**src/rtl/mem_log_reader_pkg.sv**
```systemverilog
// mem_log_reader_pkg
// Shared definitions for the log readout sequencer: FSM state encoding,
// I/Q byte-lane positions inside a 16-bit log word, and the width of the
// read-latency counter.
package mem_log_reader_pkg;

  typedef enum logic [2:0] {
    S_IDLE      = 3'd0,
    S_WAIT_FULL = 3'd1,
    S_ARM       = 3'd2,
    S_ADDR      = 3'd3,
    S_WAIT_DATA = 3'd4,
    S_SEND_HI   = 3'd5,
    S_SEND_LO   = 3'd6,
    S_DONE      = 3'd7
  } state_t;

  // I sample occupies [15:8], Q sample occupies [7:0].
  localparam int I_MSB = 15;
  localparam int Q_MSB = 7;

  // Latency counter holds READ_LAT (1..3).
  localparam int LAT_W = 2;

endpackage

```
**src/rtl/mem_log_reader.sv**
```systemverilog
// mem_log_reader
// Readout sequencer for the dual-BRAM sample logger. After a host dump
// request and once the logger reports full, it asserts read mode, sweeps
// every log address, captures each 16-bit I/Q word and streams it as two
// bytes (I first) over a valid/ready byte interface toward the UART TX path.
//
// Ports:
//   clk          system clock
//   i_rst        synchronous reset, active-high
//   i_start      one-cycle dump request (honoured only in IDLE)
//   i_mem_full   logger full flag
//   o_read_log   read-mode request to logger (ARM through DONE)
//   o_log_addr   read address to logger
//   i_log_data   read data from logger, valid READ_LAT clocks after address
//   o_tx_data    output byte
//   o_tx_valid   o_tx_data valid
//   i_tx_ready   consumer accepts byte when valid & ready
//   o_busy       high while a dump is in progress
//   o_done       one-cycle pulse after the last byte is accepted
module mem_log_reader
  import mem_log_reader_pkg::*;
#(
  parameter int ADDR_WIDTH = 15,
  parameter int DATA_WIDTH = 16,
  parameter int READ_LAT   = 1
) (
  input  logic                  clk,
  input  logic                  i_rst,
  input  logic                  i_start,
  input  logic                  i_mem_full,
  output logic                  o_read_log,
  output logic [ADDR_WIDTH-1:0] o_log_addr,
  input  logic [DATA_WIDTH-1:0] i_log_data,
  output logic [7:0]            o_tx_data,
  output logic                  o_tx_valid,
  input  logic                  i_tx_ready,
  output logic                  o_busy,
  output logic                  o_done
);

  state_t                r_state;
  state_t                w_state_nxt;
  logic [ADDR_WIDTH-1:0] r_addr;
  logic [ADDR_WIDTH-1:0] w_addr_nxt;
  logic [LAT_W-1:0]      r_lat;
  logic [LAT_W-1:0]      w_lat_nxt;
  logic [DATA_WIDTH-1:0] r_sample;
  logic [DATA_WIDTH-1:0] w_sample_nxt;

  logic [7:0]            r_tx_data;
  logic                  r_tx_valid;
  logic                  r_read_log;
  logic                  r_busy;
  logic                  r_done;

  logic [7:0]            w_tx_data_nxt;
  logic                  w_tx_valid_nxt;
  logic                  w_read_log_nxt;
  logic                  w_busy_nxt;
  logic                  w_done_nxt;
  logic                  w_accept;

  assign w_accept = r_tx_valid & i_tx_ready;

  always_ff @(posedge clk) begin
    if (i_rst) begin
      r_state    <= S_IDLE;
      r_addr     <= '0;
      r_lat      <= '0;
      r_sample   <= '0;
      r_tx_data  <= '0;
      r_tx_valid <= 1'b0;
      r_read_log <= 1'b0;
      r_busy     <= 1'b0;
      r_done     <= 1'b0;
    end else begin
      r_state    <= w_state_nxt;
      r_addr     <= w_addr_nxt;
      r_lat      <= w_lat_nxt;
      r_sample   <= w_sample_nxt;
      r_tx_data  <= w_tx_data_nxt;
      r_tx_valid <= w_tx_valid_nxt;
      r_read_log <= w_read_log_nxt;
      r_busy     <= w_busy_nxt;
      r_done     <= w_done_nxt;
    end
  end

  always_comb begin
    w_state_nxt  = r_state;
    w_addr_nxt   = r_addr;
    w_lat_nxt    = r_lat;
    w_sample_nxt = r_sample;

    case (r_state)
      S_IDLE: begin
        if (i_start) w_state_nxt = S_WAIT_FULL;
      end
      S_WAIT_FULL: begin
        if (i_mem_full) w_state_nxt = S_ARM;
      end
      S_ARM: begin
        w_state_nxt = S_ADDR;
      end
      S_ADDR: begin
        w_lat_nxt   = LAT_W'(READ_LAT);
        w_state_nxt = S_WAIT_DATA;
      end
      S_WAIT_DATA: begin
        // Counter reaches zero one clock after data is valid, leaving a
        // clock of margin on the logger read path.
        if (r_lat == '0) begin
          w_sample_nxt = i_log_data;
          w_state_nxt  = S_SEND_HI;
        end else begin
          w_lat_nxt = r_lat - LAT_W'(1);
        end
      end
      S_SEND_HI: begin
        if (w_accept) w_state_nxt = S_SEND_LO;
      end
      S_SEND_LO: begin
        if (w_accept) begin
          if (&r_addr) begin
            w_state_nxt = S_DONE;
          end else begin
            w_addr_nxt  = r_addr + ADDR_WIDTH'(1);
            w_state_nxt = S_ADDR;
          end
        end
      end
      S_DONE: begin
        w_addr_nxt  = '0;
        w_state_nxt = S_IDLE;
      end
      default: begin
        w_state_nxt = S_IDLE;
      end
    endcase
  end

  // Outputs are registered from the next state so each one is valid in the
  // same cycle the FSM occupies the matching state. The byte lane uses the
  // next sample so the I byte is correct on the capture-to-SEND_HI edge.
  always_comb begin
    w_tx_valid_nxt = (w_state_nxt == S_SEND_HI) || (w_state_nxt == S_SEND_LO);
    w_read_log_nxt = w_state_nxt inside {S_ARM, S_ADDR, S_WAIT_DATA,
                                         S_SEND_HI, S_SEND_LO, S_DONE};
    w_busy_nxt     = (w_state_nxt != S_IDLE);
    w_done_nxt     = (w_state_nxt == S_DONE);
    w_tx_data_nxt  = '0;
    if (w_state_nxt == S_SEND_HI) begin
      w_tx_data_nxt = w_sample_nxt[I_MSB -: 8];
    end else if (w_state_nxt == S_SEND_LO) begin
      w_tx_data_nxt = w_sample_nxt[Q_MSB -: 8];
    end
  end

  assign o_read_log = r_read_log;
  assign o_log_addr = r_addr;
  assign o_tx_data  = r_tx_data;
  assign o_tx_valid = r_tx_valid;
  assign o_busy     = r_busy;
  assign o_done     = r_done;

endmodule

```
**config.mk**
```make
export PLATFORM = sky130hd
export DESIGN_NAME = mem_log_reader
export DESIGN_NICKNAME = d
export VERILOG_FILES = /design/src/rtl/mem_log_reader_pkg.sv /design/src/rtl/mem_log_reader.sv
export SDC_FILE = /design/constraint.sdc
export NUM_CORES = 1
export LEC_CHECK = 0
export BUFFER_PORTS_ARGS = -buffer_cell sky130_fd_sc_hd__buf_2
export CORE_ASPECT_RATIO = 1.1
export CORE_MARGIN = 10
export CORE_UTILIZATION = 25
export DETAILED_ROUTE_END_ITERATION = 12
export GPL_TIMING_DRIVEN = 0
export MAX_ROUTING_LAYER = met4
export SYNTH_ARGS = -nofsm -noshare
export SYNTH_HDL_FRONTEND = slang
export SYNTH_SLANG_ARGS = --single-unit
```
**constraint.sdc**
```tcl
create_clock -name clk -period 1.7 [get_ports clk]
set_input_delay 0.085 -clock clk [delete_from_list [all_inputs] [get_ports clk]]
set_output_delay 0.085 -clock clk [all_outputs]
set_load 0.05 [all_outputs]
```
After elaboration in Yosys (flattened, before gate mapping)
Cells that the tools add are included.
Cells by class
  $add $sub $neg: 2
  eq/ne operators: 16
  mux-type cells: 16
  bitwise gates (word level): 1
  reduce and logical (&&, ||, !) cells: 10
Operator list (number)
  $mux W16: 2
  $mux W15: 2
  $pmux W15 S2: 1
  $eq A3 B3 Y1 const B: 8
  $pmux W3 S8: 1
  $mux W3: 6
  $mux W8: 2
  $add A15 B1 Y15 const B: 1
  $reduce_and A15 Y1: 1
  $eq A3 B2 Y1 const B: 4
  $ne A2 B2 Y1 const B: 3
  $reduce_bool A6 Y1: 1
  $pmux W2 S2: 1
  $reduce_bool A2 Y1: 2
  $eq A3 B1 Y1 const B: 1
  $logic_not A3 Y1: 1
  $reduce_and A3 Y1: 1
  $reduce_bool A3 Y1: 1
  $logic_not A2 Y1: 1
  $mux W2: 1
  $reduce_and A2 Y1: 1
  $sub A2 B1 Y2 const B: 1
  $and A1 B1 Y1: 1
  $logic_or A1 B1 Y1: 1
Storage, ports and cells
  flip-flop bits (word level): 48

Logic depth before layout (Yosys ltp)
  depth in word-level cells: 7
  gate-level depth with buffers: 9

Worst setup path before layout
OpenSTA, ideal clock, no wires.
  path type: register to register
  start: reg r_addr[0] (netlist: o_log_addr[0])
  end: reg r_addr[1] (netlist: o_log_addr[1])
  library setup time: 128 ps
  data arrival time: 2116 ps
  required time: 1572 ps
  setup slack: -543 ps
  cell stages (with the launch flop): 7
  buffers on the path: 0
  period minus slack after synthesis: 2243 ps
  cells stage by stage: dfxtp_1 -> ha_1 -> and4_1 -> nand4_2 -> o21ai_0 -> mux2i_1 -> nor2_1
Between the ends
  word-level cells in the longest chain between the ends: 4
  elaborated cells between the ends (all ways): 7
  those cells by class: 1 x add/sub; 1 x eq/ne; 3 x mux; 2 x reduce/logical
Ends and longest elaborated chain
  from (decl): line mem_log_reader.sv:43  | logic [ADDR_WIDTH-1:0] r_addr;
  from (signal assigned): line mem_log_reader.sv:78  | r_addr <= w_addr_nxt;
  $add A15 B1 Y15: line mem_log_reader.sv:127  | w_addr_nxt = r_addr + ADDR_WIDTH'(1);
  $mux W15: line mem_log_reader.sv:124  | if (&r_addr) begin
  $mux W15: line mem_log_reader.sv:123  | if (w_accept) begin
  $pmux W15 S2: line mem_log_reader.sv:95  | case (r_state)
Several ways; a longest one is shown, not always the timed one. The select of a mux whose other input is x is not followed.
A chain may end at the register's enable or synchronous reset.

Final worst setup path
  start: reg r_state[0]
  end: reg r_addr[13] (netlist: o_log_addr[13])
Between the ends
  word-level cells in the longest chain between the ends: 3
  elaborated cells between the ends (all ways): 7
  those cells by class: 4 x eq/ne; 1 x mux; 2 x reduce/logical
Ends and longest elaborated chain
  from (decl): line mem_log_reader.sv:41  | state_t r_state;
  from (signal assigned): line mem_log_reader.sv:77  | r_state <= w_state_nxt;
  $eq A3 B3 Y1: line mem_log_reader.sv:95
  $ne A2 B2 Y1 (no source line) / $reduce_bool A2 Y1 (equally long branches)
  $reduce_and A3 Y1 (no source line)
Several ways; a longest one is shown, not always the timed one.

==> qor.csv <==
metric,value,unit
first drt pass iteration count,4,
H-tree levels,2,
endpoint of the lowest-slack register-to-register path,o_log_addr[13],
VDD IR-drop max,0.421,mV
Hold Path End,r_sample[3],
violation count after the first detailed-routing iteration,53,
routed vias,1818,
M2 GR Usage,14.2,%
final worst-path cycle share,102,%
register area share after synthesis,46.3,%
met3 usage,2.89,%
IO Pins,48,
Residual DRC,0,
fmax,0.578,GHz
crit end category,flop,
M1 GR Usage,10.5,%
synth top area cells,"dfxtp_1, a21oi_1, nand2_1",
crit path max fanout,8,
Crit Reg-Reg Startpoint,r_state[0],
clk_lat worst skew,0.31,ns
Slew HR,66.3,%
Routed Antenna Nets,0,
worst setup margin,-0.0304,ns
Layout Nets,318,
largest net degree at the start of global routing,17,
syn_nets,267,
HP Start,i_log_data[3],
Ys Warns,0,
"FF+latch count, synth",48,
"worst slack, placed",-0.348,ns
chip width,107,µm
cell taking the most area after synthesis,dfxtp_1,
Post-DP HPWL,3920,µm
RSZ-0062 raised after global routing,true,
# hold bufs at CTS,0,
Critical Path Source Type,flop,
fin area,2730,µm²
# setup viols final,2,
P&R area growth vs syn,31.6,%
Worst Path Arrival,1.97,ns
final hold vios,0,
Tmin final,1.73,ns
Gate Count Post-Synth,244,
cell area after placement,2500,µm²
WP data required,1.94,ns
measured slew at the worst slew-check pin,0.502,ns
Max Cap Violations,0,
initial core utilization,25.9,%
post-synth top area share,46.3,%
status,"complete, but fails checks",
HP Class,input port to flop,
GPL Wtd Cong,0.790,
Worst Skew,0.0125,ns
vias in the first global route,1836,
first-pass GRT wire length,8760,µm
power density over the cells,836,nW/µm²
most common cell in the netlist,dfxtp_1,
Hold Path Depth,3,
Tot Pwr,2.28,mW
Post-Syn Area,2070,µm²
die height,116,µm
initial antenna violation count,0,
average instance area after synthesis,8.50,µm²
"CTS clk-pin slew, worst paths",0.10,ns
Core Area,8000,µm²
ant diodes,0,
failing checks,negative setup slack,
Crit Path Category,flop to flop,
Total Routing Usage GR,8.89,%
Final Max Slew Viols,0,
CTS tree,built,
WL/cell,13.6,µm
Reg2Reg Setup Slack,-0.03,ns
port bufs,46,
row cnt,34,
layout cell share with drive strength beyond 1,35.5,%
Num CTS Buffers,5,
synth cell count leaders,"dfxtp_1, nand2_1, a21oi_1, nor2_1, nand3_1",
global route hottest layer,met2,
DR vias/cell,4.50,
Static Leak,1.01,nW
clock sinks,48,
Post-synth EDFFs,0,
GRT overflow,0,
"FFs w/ async S/R, synth",0,%
Reg2Reg Depth,6,
Bufs on Longest Clock Path,2,
clk root buf,clkbuf_8,
post-synth cell types,44,
top_reg_cell synth,dfxtp_1,
Detailed Route WL,5480,µm
Die ar.,12300,µm²
## metal layers
| layer | share of wire (%) | vias up |
|---|---|---|
| li1 | - | 943 |
| met2 | 46 | 53 |
| met1 | 47 | 816 |
| met3 | 5.9 | 6 |
| met4 | 1.1 | 0 |
| met5 | 0 | - |
## kinds of logic after synthesis
| logic type | share of synthesized area, % |
|---|---|
| flops | 46.3 |
| xor+xnor | 5.49 |
| simple gates | 29.4 |
| fa+ha+maj | 1.21 |
| buf+inv | 4.46 |
| mux | 0.483 |
| compound gates | 12.7 |
## critical path: stages, from the launching register on
cell	delay (ns)
dfxtp_2	0.34
buf_6	0.12
nand2b_4	0.14
or4_4	0.58
nand4b_1	0.21
xor2_1	0.18
nor2_1	0.10
## layout make-up
type / count / area (µm²)
fillers: 870 / 5270
plain buffers: 12 / 90.1
multi-input cells: 176 / 1130
flip-flops and latches: 48 / 998
repair buffers: 48 / 245
clock inverters: 3 / 47.5
well taps: 108 / 135
inverters: 4 / 15.0
clock buffers: 5 / 68.8
## how the worst max path moves through the flow
stage                        start             end  cells after the start
finish                  r_state[0]  o_log_addr[13]                      6
global route         o_log_addr[0]      o_tx_valid                      7
CTS                       r_lat[0]      o_tx_valid                      8
detailed placement        r_lat[0]    o_tx_data[1]                      9
global placement          r_lat[0]    o_tx_data[1]                      9
floorplan           o_log_addr[14]      o_tx_valid                      6
## power by group
group / internal, mW / switching, mW / total (mW)
clock: 0.444 / 0.409 / 0.852
sequential: 1.13 / 0.00792 / 1.14
combinational: 0.118 / 0.170 / 0.288
## through the flow
step	hold slack (ns)	cells	util [%]	setup TNS [ns]
global route	0.0377	404	34.1	-0.887
finish	0.0315	404	34.1	-0.0313
CTS	0.0197	403	33.4	-0.0262
floorplan	0.240	244	-	0
detailed placement	0.359	398	31.3	-2.67
global placement	0.357	398	31.3	-2.48
## what timing repair did
action                                  4_1_cts  5_1_grt
gates resized for setup                      15       18
pin swaps                                     0        9
gates cloned                                  1        0
buffers inserted                              0        1
endpoints found under the setup margin       24       22
## registers in the layout, summed over array words and instances (netlist names)
name / flops
o_tx_data: 8
r_state: 3
o_log_addr: 15
r_lat: 2
o_read_log: 1
o_tx_valid: 1
o_done: 1
o_busy: 1
r_sample: 16
## cell usage in the layout, fill, tap and decap left out, types with 2 or more instances in the layout
| cell type | instances |
|---|---|
| buf_6 | 3 |
| nor3_2 | 2 |
| xnor2_1 | 4 |
| and3_1 | 5 |
| nor2_1 | 21 |
| inv_1 | 3 |
| dfxtp_4 | 7 |
| nand4b_1 | 3 |
| o211ai_1 | 3 |
| dfxtp_2 | 9 |
| nand3_1 | 13 |
| dfxtp_1 | 32 |
| or3_1 | 2 |
| nand3_2 | 2 |
| a21oi_1 | 26 |
| nand3b_1 | 8 |
| clkbuf_1 | 4 |
| xor2_1 | 9 |
| ha_4 | 2 |
| o21a_1 | 2 |
| clkbuf_8 | 6 |
| buf_4 | 4 |
| nand4_1 | 3 |
| nand2_1 | 38 |
| clkinv_4 | 2 |
| o21ai_0 | 2 |
| buf_2 | 47 |
| a21oi_2 | 5 |
Power figures use the tool's default switching activity.
